===== config.mk =====
export PLATFORM = sky130hd
export DESIGN_NAME = regbank_wr_arbiter
export DESIGN_NICKNAME = d
export VERILOG_FILES = /design/src/rtl/regbank_wr_arbiter.sv
export SDC_FILE = /design/constraint.sdc
export NUM_CORES = 1
export LEC_CHECK = 0
export CORE_ASPECT_RATIO = 0.7
export CORE_UTILIZATION = 35
export DETAILED_ROUTE_END_ITERATION = 6
export GPL_ROUTABILITY_DRIVEN = 0
export PLACE_DENSITY = 0.71
export RECOVER_POWER = 50
export SLEW_MARGIN = 20
export SYNTH_ARGS = -nofsm -noshare
export SYNTH_HDL_FRONTEND = slang
export SYNTH_SLANG_ARGS = --single-unit

===== constraint.sdc =====
create_clock -name clk -period 2.8 [get_ports clk]
set_input_delay 0.56 -clock clk [delete_from_list [all_inputs] [get_ports clk]]
set_output_delay 0.56 -clock clk [all_outputs]
set_load 0.005 [all_outputs]

===== src/rtl/regbank_wr_arbiter.sv =====
// Round-robin write arbiter that shares one bank of clock-enabled registers between requesters.
// Issues at most one registered write (one-hot reg_ce, reg_d) plus a grant pulse per cycle.
module regbank_wr_arbiter #(
  parameter int unsigned NREQ = 4,
  parameter int unsigned N    = 8,
  parameter int unsigned AW   = 2
) (
  input  logic                      clk,
  input  logic                      rst,
  input  logic [NREQ-1:0]           req,
  input  logic [NREQ*AW-1:0]        addr,
  input  logic [NREQ*N-1:0]         wdata,
  input  logic                      hold,
  output logic [NREQ-1:0]           gnt,
  output logic [(2**AW)-1:0]        reg_ce,
  output logic [N-1:0]              reg_d,
  output logic                      busy
);

  localparam int unsigned DEPTH = 2 ** AW;
  localparam int unsigned PW    = (NREQ > 1) ? $clog2(NREQ) : 1;

  localparam logic [0:0] IDLE  = 1'b0;
  localparam logic [0:0] GRANT = 1'b1;

  logic [0:0]      state_q, state_d;
  logic [PW-1:0]   ptr_q, ptr_d;
  logic [NREQ-1:0] mask_q, mask_d;
  logic [NREQ-1:0] gnt_q, gnt_d;
  logic [DEPTH-1:0] ce_q, ce_d;
  logic [N-1:0]    d_q, d_d;
  logic            busy_q, busy_d;

  logic [NREQ-1:0] eff;
  logic            found;
  logic [PW-1:0]   win;
  logic            do_grant;
  logic [AW-1:0]   win_addr;
  logic [N-1:0]    win_data;
  int unsigned     idx;

  // Last cycle's winner is masked so it may drop req on the edge after its grant.
  assign eff = req & ~mask_q;

  // First set bit of eff searching upward from ptr, wrapping.
  always_comb begin
    found = 1'b0;
    win   = '0;
    idx   = 0;
    for (int unsigned k = 0; k < NREQ; k++) begin
      idx = (int'(ptr_q) + k) % NREQ;
      if (!found && eff[idx]) begin
        found = 1'b1;
        win   = PW'(idx);
      end
    end
  end

  assign do_grant = found & ~hold;
  assign win_addr = addr[int'(win)*AW +: AW];
  assign win_data = wdata[int'(win)*N +: N];

  always_comb begin
    gnt_d   = '0;
    ce_d    = '0;
    d_d     = '0;
    ptr_d   = ptr_q;
    state_d = IDLE;
    if (do_grant) begin
      gnt_d   = {{(NREQ-1){1'b0}}, 1'b1} << win;
      ce_d    = {{(DEPTH-1){1'b0}}, 1'b1} << win_addr;
      d_d     = win_data;
      ptr_d   = (win == PW'(NREQ-1)) ? '0 : win + PW'(1);
      state_d = GRANT;
    end
    // Mask only ever covers the previous cycle's grant.
    mask_d = gnt_d;
    busy_d = (eff != '0) | (state_q == GRANT);
  end

  always_ff @(posedge clk or posedge rst) begin
    if (rst) begin
      state_q <= IDLE;
      ptr_q   <= '0;
      mask_q  <= '0;
      gnt_q   <= '0;
      ce_q    <= '0;
      d_q     <= '0;
      busy_q  <= 1'b0;
    end else begin
      state_q <= state_d;
      ptr_q   <= ptr_d;
      mask_q  <= mask_d;
      gnt_q   <= gnt_d;
      ce_q    <= ce_d;
      d_q     <= d_d;
      busy_q  <= busy_d;
    end
  end

  assign gnt    = gnt_q;
  assign reg_ce = ce_q;
  assign reg_d  = d_q;
  assign busy   = busy_q;

endmodule


==> results of run 1 <==
## state kept, by name, summed over array words and instances, names as in the netlist
name     count
gnt          4
ptr_q        2
reg_ce       4
state_q      1
reg_d        8
busy         1
## worst min-delay path by stage
stage | start | end | slack, ns | depth (start not counted)
2_1_floorplan | state_q | busy | 0.41 | 1
3_3_place_gp | state_q | busy | 0.42 | 1
3_5_place_dp | state_q | busy | 0.43 | 1
4_1_cts | state_q | busy | 0.45 | 1
5_1_grt | state_q | busy | 0.47 | 1
6_report | state_q | busy | 0.44 | 1
## report_power, final
part | switching [W] | internal (W)
sequential | 0.0000539 | 0.000384
clock | 0.0000921 | 0.000125
combinational | 0.000372 | 0.000509
total | 0.000518 | 0.00102
## synth_stat cells
| cell | number | area [um2] |
|---|---|---|
| mux2i_1 | 22 | 220.2 |
| dfrtp_1 | 20 | 500.5 |
| nor2b_1 | 10 | 62.56 |
| o22ai_2 | 8 | 100.1 |
| nor2_1 | 7 | 26.28 |
| nand2_1 | 6 | 22.52 |
| inv_1 | 5 | 18.77 |
| and2_1 | 4 | 25.02 |
| ha_1 | 4 | 50.05 |
| o22ai_1 | 4 | 25.02 |
| mux2_2 | 3 | 33.78 |
| nand2b_1 | 2 | 12.51 |
| nand3_1 | 2 | 10.01 |
| a2111oi_2 | 1 | 15.01 |
| a211o_1 | 1 | 8.760 |
| a21oi_2 | 1 | 8.760 |
| a2bb2oi_4 | 1 | 26.28 |
| and2b_2 | 1 | 8.760 |
| buf_12 | 1 | 20.02 |
| buf_2 | 1 | 5.000 |
| buf_4 | 1 | 7.510 |
| buf_8 | 1 | 15.01 |
| nand2_2 | 1 | 6.260 |
| nand3b_1 | 1 | 7.510 |
| nor2b_4 | 1 | 13.76 |
| nor3b_1 | 1 | 7.510 |
| o21ai_0 | 1 | 5.000 |
| o311ai_2 | 1 | 16.27 |
| or3b_4 | 1 | 11.26 |
## through the flow
step	setup slack, ns	utilization [%]	area, um2	instances
2_1_floorplan	0.6624	-	1290	113
3_3_place_gp	0.1813	56.66	1991	226
3_5_place_dp	0.1247	56.66	1991	226
4_1_cts	0.4123	58.23	2046	230
5_1_grt	0.2946	58.23	2046	230
6_report	0.4125	58.23	2046	230
## area by class of cell
cell class	instances	share of cell area (%)
Sequential cell	20	24.46
Multi-Input combinational cell	84	35.35
Tap cell	50	3.058
Clock buffer	4	2.691
Inverter	5	0.9174
Timing Repair Buffer	67	33.52
## kinds of logic (layout without fill, tap and decap cells)
| logic type | Yosys count | count (layout) | share of synthesized area, % |
|---|---|---|---|
| simple gates | 37 | 37 | 16.59 |
| mux | 25 | 25 | 19.69 |
| flops | 20 | 20 | 38.80 |
| compound gates | 18 | 18 | 15.91 |
| buf+inv | 9 | 76 | 5.140 |
| fa+ha+maj | 4 | 4 | 3.880 |
## worst register-to-register path: cells and delay by family (launching register included)
family	cells	cell delay, ns
compound gates	1	0.40
simple gates	2	0.55
fa+ha+maj	1	0.32
mux	1	0.26
flops	1	0.41
## metal layers
layer	routed length, um	track usage [%]
met1	1408	22.03
met2	1613	29.13
met3	118	2.885
met4	24	3.774
met5	0	0
==> impl_results.md, run 1 <==
- H-tree levels: 1
- DR vias: 1,081
- Fin nets: 232
- Setup CP Type: input pin to register
- Root buf cell: clkbuf_8
- Routed len/inst: 13.77 um
- Routed Antenna Nets: 0
- Number of synthesized register bits: 20
- Setup crit end: ptr_q[1]
- Hold_buf cts: 0
- Family with the most delay on the worst path: simple AND/OR/NAND/NOR gates
- # Max-Cap Violations: 0
- Initial antenna violation count: 0
- Final setup vio count: 0
- Syn Nets: 164
- Final hold violations: 0
- Cell variety after synth: 29
- Post-CTS Setup Inserts: 0
- Syn Area/Cell: about 11 um2
- Share of layout cells above drive strength 1: between 10% and 20%
- Largest stage delay, worst path: approximately 0.46 ns
- Hold slack final: ~0.44 ns
- Die H: 52.80 um
- Reg2reg end: ptr_q[1]
- Overall die area: 3936 um2
- Port buffer count: 63
- Synth Instances: ~110
- FF/Latch Area: 500.5 um2
- CP max-delay cell: clkdlybuf4s50_1
- Core Area: around 3500 um2
- Total gr overflow: 0
- Area of the multi-input gates: between 700 and 800 um2
- CTS tree: built
- Peak Freq: 418.9 MHz
- Worst Clk Skew: approximately 0.0058 ns
- Final worst path period need: 2.387 ns
- Total GRT Usage: roughly 17%
- HP Class: register to register
- DR iter-0 viols: 60
- Number of diodes: 0
- Clk pin slew, worst setup/hold paths: 0.08 ns
- First-pass GRT wire length: a little under 5000 um
- # IOs: 64
- Max-slew violations: 0
- Starting density of the core: between 30% and 40%
- Area Overhead vs Synth: 58.58%
- RSZ-0062 raised after global routing: false
- Warnings from Yosys: 0
- Die width: approximately 75 um
- Critical path launch point: req[2]
- Post-CTS resize count: 0
- Commonest non-fill, non-tap cell in the layout: clkdlybuf4s50_1
- Worst-case reg-to-reg path depth: 5
- Vias in the first global route: 1,064
- CP bufs+invs: 1
- Critical Path RT: 2.95 ns
- DP Wirelength: 2575 um
- Drt drc: 0
- Endpoint class of the critical path: register
- Stages on the worst setup path: 6
- Crit Reg-Reg Startpoint: ptr_q[0]
- Via-to-Cell Ratio: between 4 and 5
- Pin count of the biggest net entering global routing: 21
- Clock Sinks: 20
- Most frequent cells in the layout: clkdlybuf4s50_1, mux2i_1, dfrtp_1
- Run status: completed
- First-pass iteration count of the detailed router: 4
- Leak: 0.8944 nW
- CTS Buf Count: 3
- Worst path cell trace: clkdlybuf4s50_1 -> or3b_4 -> nor2b_4 -> a2bb2oi_4 -> ha_1 -> mux2_2
- CP startpoint kind: input pin
- Final wirelength: approximately 3200 um
- Worst-path fanout max: 11
- Register area share after synthesis: about 39%
- R2R Setup Slk: 0.75 ns
- Placement Rows: 18
- Clk_lat worst skew: 0.26 ns
- Total power: between 0.0015 and 0.002 W
- Max IR drop VDD: 0.3100 mV
- CTS max path bufs: 2
- Measured slew at the worst slew-check pin: about 0.75 ns
- Worst rel slew slack: between 40% and 50%
- Crit path arrival time: about 2.5 ns
- Fillers: 312
- Pwr per Cell Area: ~750 nW/um2
- Total negative slack: 0 ns
- Period utilisation layout: between 80% and 90%
- Mapped cell area: approximately 1300 um2
(Power assumes the default switching activity.)
==> inputs of run 2 (changes only) <==
CORE_UTILIZATION = 40   (was 35)
PLACE_DENSITY = 0.8   (was 0.71)
==> run 2 against run 1 <==
  * Sequential cell count unchanged
  * Largest cell class unchanged
  * Utilization up 9.8 points
  * Non-clock buffer count unchanged
  * Highest routed layer unchanged
==> impl_results.md, run 2 (synthesized netlist as in run 1, its figures left out) <==
- H-tree levels: 1 (unchanged)
- Worst rel slew slack: 50.20% (+0.58 points)
- First-pass GRT wire length: 5347 um (+7.9%)
- Max IR drop VDD: 0.2898 mV (-6.5%)
- Clk pin slew, worst setup/hold paths: 0.07 ns (about the same)
- First-pass iteration count of the detailed router: 4 (unchanged)
- Period utilisation layout: 82.94% (-2.3 points)
- Leak: 0.8741 nW (-2.3%)
- Critical Path RT: 2.95 ns (about the same)
- Routed Antenna Nets: 0 (unchanged)
- Final wirelength: 3258 um (+2.9%)
- CP bufs+invs: 3 (+2)
- Drt drc: 0 (unchanged)
- CTS Buf Count: 3 (unchanged)
- Total GRT Usage: 19.97% (+3.1 points)
- Overall die area: 3460 um2 (-12%)
- Crit path arrival time: 2.47 ns (-0.06 ns)
- Placement Rows: 16 (-2)
- # Max-Cap Violations: 0 (unchanged)
- Die width: 69.88 um (-6.3%)
- DP Wirelength: 2650 um (+2.9%)
- Final worst path period need: 2.322 ns (-0.06521 ns)
- CP max-delay cell: clkdlybuf4s50_1
- Total gr overflow: 0 (unchanged)
- Commonest non-fill, non-tap cell in the layout: clkdlybuf4s50_1
- CP startpoint kind: input pin
- Clock Sinks: 20 (unchanged)
- CTS tree: built
- Total negative slack: 0 ns (unchanged)
- DR vias: 1,091 (+0.93%)
- Most frequent cells in the layout: clkdlybuf4s50_1, mux2i_1, dfrtp_1
- Number of diodes: 0 (unchanged)
- Largest register FFs: 8 (unchanged)
- Peak Freq: 430.6 MHz (+2.8%)
- Pwr per Cell Area: 735.3 nW/um2 (-2.0%)
- Worst Clk Skew: 0.002603 ns (-0.003152 ns)
- Max-slew violations: 0 (unchanged)
- Root buf cell: clkbuf_8
- Area Overhead vs Synth: 54.22%
- Largest stage delay, worst path: 0.47 ns (about the same)
- Initial antenna violation count: 0 (unchanged)
- Hold_buf cts: 0 (unchanged)
- Worst path cell trace: clkdlybuf4s50_1 -> or3b_4 -> nor2b_4 -> a2bb2oi_4 -> buf_4 -> inv_1 -> ha_1 -> and2_1
- RSZ-0062 raised after global routing: false
- Starting density of the core: 44.14% (+7.4 points)
- Share of layout cells above drive strength 1: 14.53% (-0.47 points)
- HP Class: register to register
- Setup CP Type: input pin to register
- Port buffer count: 63 (unchanged)
- Core Area: 2923 um2 (-17%)
- Post-CTS resize count: 0 (unchanged)
- Vias in the first global route: 1,134 (+6.6%)
- # IOs: 64 (unchanged)
- DR iter-0 viols: 35 (-42%)
- Measured slew at the worst slew-check pin: 0.7462 ns (-0.008675 ns)
- Clk_lat worst skew: 0.25 ns (about the same)
- Post-CTS Setup Inserts: 0 (unchanged)
- Share of the core filled with cells: 68.07% (+9.8 points)
- Die H: 49.52 um (-6.2%)
- Routed len/inst: 15.15 um (+10%)
- Pin count of the biggest net entering global routing: 21 (unchanged)
- Worst-path fanout max: 10 (-1)
- Final hold violations: 0 (unchanged)
- Final setup vio count: 0 (unchanged)
- Run status: completed
- Endpoint class of the critical path: register
- Family with the most delay on the worst path: buffers and inverters
- Fin nets: 232 (unchanged)
- CTS max path bufs: 2 (unchanged)
- Via-to-Cell Ratio: 5.074 (+8.0%)
run 2: layout make-up:
class | instances | area, um2
Timing Repair Buffer | 67 | 660.6
Tap cell | 36 | 45.04
Clock buffer | 3 | 41.29
Sequential cell | 20 | 500.5
Multi-Input combinational cell | 84 | 723.2
Fill cell | 223 | 933.4
Inverter | 5 | 18.77
run 2: metal layers:
metal	wire length [um]	share of wire, %	GRT usage [%]	vias up
li1	-	-	-	532
met1	1439	44	24.42	527
met2	1671	51	36.38	28
met3	114	3.5	3.885	4
met4	34	1.0	4.667	0
met5	0	0	0	-
run 2: per-stage QoR:
stage | hold WS (ns) | worst slack, ns | std cells | cell area (um2) | power, W
4_1_cts | 0.4612 | 0.4585 | 215 | 1989 | 0.001486
3_5_place_dp | 0.4443 | 0.1882 | 212 | 1948 | 0.001301
6_report | 0.4604 | 0.4778 | 215 | 1989 | 0.001463
2_1_floorplan | 0.4084 | 0.6624 | 113 | 1290 | 0.001000
5_1_grt | 0.4856 | 0.3042 | 215 | 1989 | 0.001562
3_3_place_gp | 0.4228 | 0.2540 | 212 | 1948 | 0.001275
run 2: worst paths after layout:
path | from | end | slack [ns] | cells past startpoint
worst min register to register | state_q | busy | 0.46 | 1
min in group asynchronous | rst | busy | 0.88 | 2
worst min-delay path | state_q | busy | 0.46 | 1
worst max-delay path | req[2] | gnt[1] | 0.48 | 8
worst max register to register | ptr_q[0] | gnt[1] | 0.83 | 7
max in group asynchronous | rst | ptr_q[1] | 1.45 | 2
run 2: report_power, final:
part,internal (W),leakage [nW],switching (W),total [W]
clock network,0.0000957,0.0216,0.0000892,0.000185
registers,0.000384,0.257,0.0000537,0.000438
logic,0.000474,0.595,0.000366,0.000840
run 2: worst register-to-register path: stages, from the launching register on:
cell	delay, ns
dfrtp_1	0.40
or3b_4	0.41
nor2b_4	0.14
a2bb2oi_4	0.25
buf_4	0.26
inv_1	0.10
ha_1	0.17
and2_1	0.13
==> inputs of run 3 (changes only) <==
CORE_UTILIZATION = 36   (was 40)
PLACE_DENSITY = 0.76   (was 0.8)
clock period = 2.1 ns   (was 2.8 ns; I/O delays follow)
==> run 3 against run 2 <==
  * Critical path depth fell by 1
  * Combinational power is 75% higher
  * Routed wire length is 14% higher
  * Register-to-register slack got worse by 0.60 ns
  * Sequential cell count unchanged
  * Sequential power is 34% higher
  * Sequential share of layout area shrank 2.5 points
  * Total power increased by 58%
  * Count of clock-buffer cells in the layout stayed put
  * Clock skew is essentially flat
  * Non-clock buffer count rose by 16
  * Utilization shrank 0.53 points
  * Critical path type unchanged
  * Critical endpoint is now ptr_q[1]
  * Largest power group unchanged
==> impl_results.md, run 3 (synthesized netlist as in run 1, its figures left out) <==
- Net Sw Frac: 33.88% (-0.95 points)
- Most frequent cells in the layout: clkdlybuf4s50_1, mux2i_1, dfrtp_1
- Root buf cell: clkbuf_8
- FF/Latch Area: 500.5 um2 (unchanged)
- Pwr per Cell Area: 1042 nW/um2 (+42%)
- # IOs: 64 (unchanged)
- Clock power share: 10.8% (-1.8 points)
- CTS tree: built
- Placement Rows: 17 (+1)
- Clock Sinks: 20 (unchanged)
- Worst path cell trace: clkdlybuf4s50_1 -> or3b_4 -> buf_4 -> o311ai_2 -> a21oi_4 -> ha_1 -> mux2_2
- DR vias: 1,174 (+7.6%)
- Worst-case reg-to-reg path depth: 6 (-1)
- H-tree levels: 1 (unchanged)
- Number of diodes: 0 (unchanged)
- Leak: 0.9737 nW (+11%)
- Drt drc: 0 (unchanged)
- Crit path arrival time: 2.21 ns (-0.26 ns)
- Vias in the first global route: 1,198 (+5.6%)
- Die width: 73.55 um (+5.3%)
- Area of the multi-input gates: 760.7 um2 (+5.2%)
- Family with the most delay on the worst path: buffers and inverters
- Area of placed instances: 2077 um2 (+6.6%)
- Final cell count without fillers: 242 (+13%)
- Setup CP Type: input pin to register
- Fin nets: 248 (+6.9%)
- Commonest non-fill, non-tap cell in the layout: clkdlybuf4s50_1
- Total power: 0.002305 W (+58%)
- P_int: 0.001524 W (+60%)
- RSZ-0062 raised after global routing: false
- Reg2reg end: ptr_q[1]
- Pin count of the biggest net entering global routing: 21 (unchanged)
- Worst-path fanout max: 4 (-6)
- Final wirelength: 3719 um (+14%)
- Port buffer count: 63 (unchanged)
- Final worst path period need: between 2 and 2.5 ns
- Setup crit end: ptr_q[1]
- Measured slew at the worst slew-check pin: 1.119 ns (+0.3730 ns)
- Area Overhead vs Synth: 71.48%
- Starting density of the core: 39.38% (-4.8 points)
- Critical Path RT: 2.25 ns (-0.70 ns)
- Worst Clk Skew: 0.002457 ns (-0.0001459 ns)
- First-pass iteration count of the detailed router: 4 (unchanged)
- Stages on the worst setup path: 7 (-1)
- Initial antenna violation count: 0 (unchanged)
- CP bufs+invs: 2 (-1)
- Clk pin slew, worst setup/hold paths: 0.07 ns (about the same)
- Final setup vio count: 0 (unchanged)
- Period utilisation layout: between 90% and 100%
- Run status: completed
- Hold slack final: 0.4447 ns (-0.01565 ns)
- Share of layout cells above drive strength 1: 23.59% (+9.1 points)
- Overall die area: 3831 um2 (+11%)
- Peak Freq: between 400 and 500 MHz
- Final instance area: 2212 um2 (+11%)
- Combinational power share: 63.7% (+6.3 points)
- Met2 WL: 1985 um (+19%)
- CP max-delay cell: clkdlybuf4s50_1
- Max IR drop VDD: 0.5136 mV (+77%)
- Worst rel slew slack: 25.39% (-25 points)
- Critical path launch point: req[2]
- Max layer used: met4
- CTS max path bufs: 2 (unchanged)
- # Max-Cap Violations: 0 (unchanged)
- DP Wirelength: 2880 um (+8.7%)
- Routed Antenna Nets: 0 (unchanged)
- Seq pwr share: 25.5% (-4.4 points)
- R2R Setup Slk: 0.23 ns (-0.60 ns)
- Wire length on met1: 1534 um (+6.6%)
- Largest register FFs: 8 (unchanged)
- Largest stage delay, worst path: 0.47 ns (about the same)
- Placed Cells: 235 (+11%)
- Psw: 0.0007807 W (+53%)
- Endpoint class of the critical path: register
- Total gr overflow: 0 (unchanged)
- Via-to-Cell Ratio: 4.851 (-4.4%)
- Final hold violations: 0 (unchanged)
- DR iter-0 viols: 78 (+120%)
- Max-slew violations: 0 (unchanged)
- Routed len/inst: 15.37 um (+1.4%)
- Crit Reg-Reg Startpoint: ptr_q[0]
- Core Area: 3276 um2 (+12%)
- CTS Buf Count: 3 (unchanged)
- CP startpoint kind: input pin
- HP Class: register to register
- Clk_lat worst skew: 0.25 ns (about the same)
- First-pass GRT wire length: 5451 um (+1.9%)
- Total GRT Usage: 19.36% (-0.61 points)
- Met3 Wirelength: 104 um (-8.8%)
- Fillers: 261 (+17%)
- Die H: 52.09 um (+5.2%)
## run 3: cell types whose count changed in the layout (fill, tap and decap cells not counted), sizes merged
| cell | previous run | this run |
|---|---|---|
| buf | 4 | 18 |
| dlygate4sd3 | 8 | 9 |
| clkdlybuf4s50 | 55 | 54 |
| clkbuf | 3 | 5 |
## run 3: power by group through the flow
stage	Clock (W)	Combinational, W	Sequential, W
2_1_floorplan	0	0.000740	0.000594
3_3_place_gp	0	0.00125	0.000588
3_5_place_dp	0	0.00129	0.000596
4_1_cts	0.000257	0.00136	0.000589
5_1_grt	0.000277	0.00156	0.000602
6_report	0.000250	0.00147	0.000587
## run 3: area by class of cell
type	instances	area share (%)
Multi-Input combinational cell	84	34.39
Clock buffer	3	1.867
Timing Repair Buffer	83	37.61
Inverter	5	0.8484
Sequential cell	20	22.62
Tap cell	47	2.658
## run 3: how the worst min path moves through the flow
stage	startpoint	to	cells after the start
2_1_floorplan	rst	busy	1
3_3_place_gp	state_q	busy	1
3_5_place_dp	state_q	busy	1
4_1_cts	state_q	busy	1
5_1_grt	state_q	busy	1
6_report	state_q	busy	1
## run 3: routing by layer
metal | vias to the layer above | track usage (%)
met5 | - | 0
met4 | 0 | 7.372
met3 | 8 | 3.295
met2 | 28 | 35.32
met1 | 574 | 22.73
li1 | 564 | -
## run 3: per-stage QoR
step / util [%] / setup TNS (ns) / worst slack, ns
global route: 67.53 / 0 / 0.001846
global placement: 63.41 / -3.196 / -0.2301
CTS: 65.78 / 0 / 0.01037
floorplan: - / 0 / 0.1024
detailed placement: 63.41 / -3.825 / -0.3302
finish: 67.53 / 0 / 0.03315
## run 3: worst reg2reg max path: stages, from the launching register on
cell and delay (ns):
dfrtp_1 0.41, or3b_4 0.40, buf_4 0.14, o311ai_2 0.11, a21oi_4 0.13, ha_1 0.31, mux2_2 0.26
## run 3: timing repair
action / in CTS / in global routing
pin swaps: 1 / 2
buffers inserted: 2 / 1
gates cloned: 0 / 1
hold buffers: 0 / 0
resized for setup: 4 / 3
endpoints found under the setup margin: 2 / 12
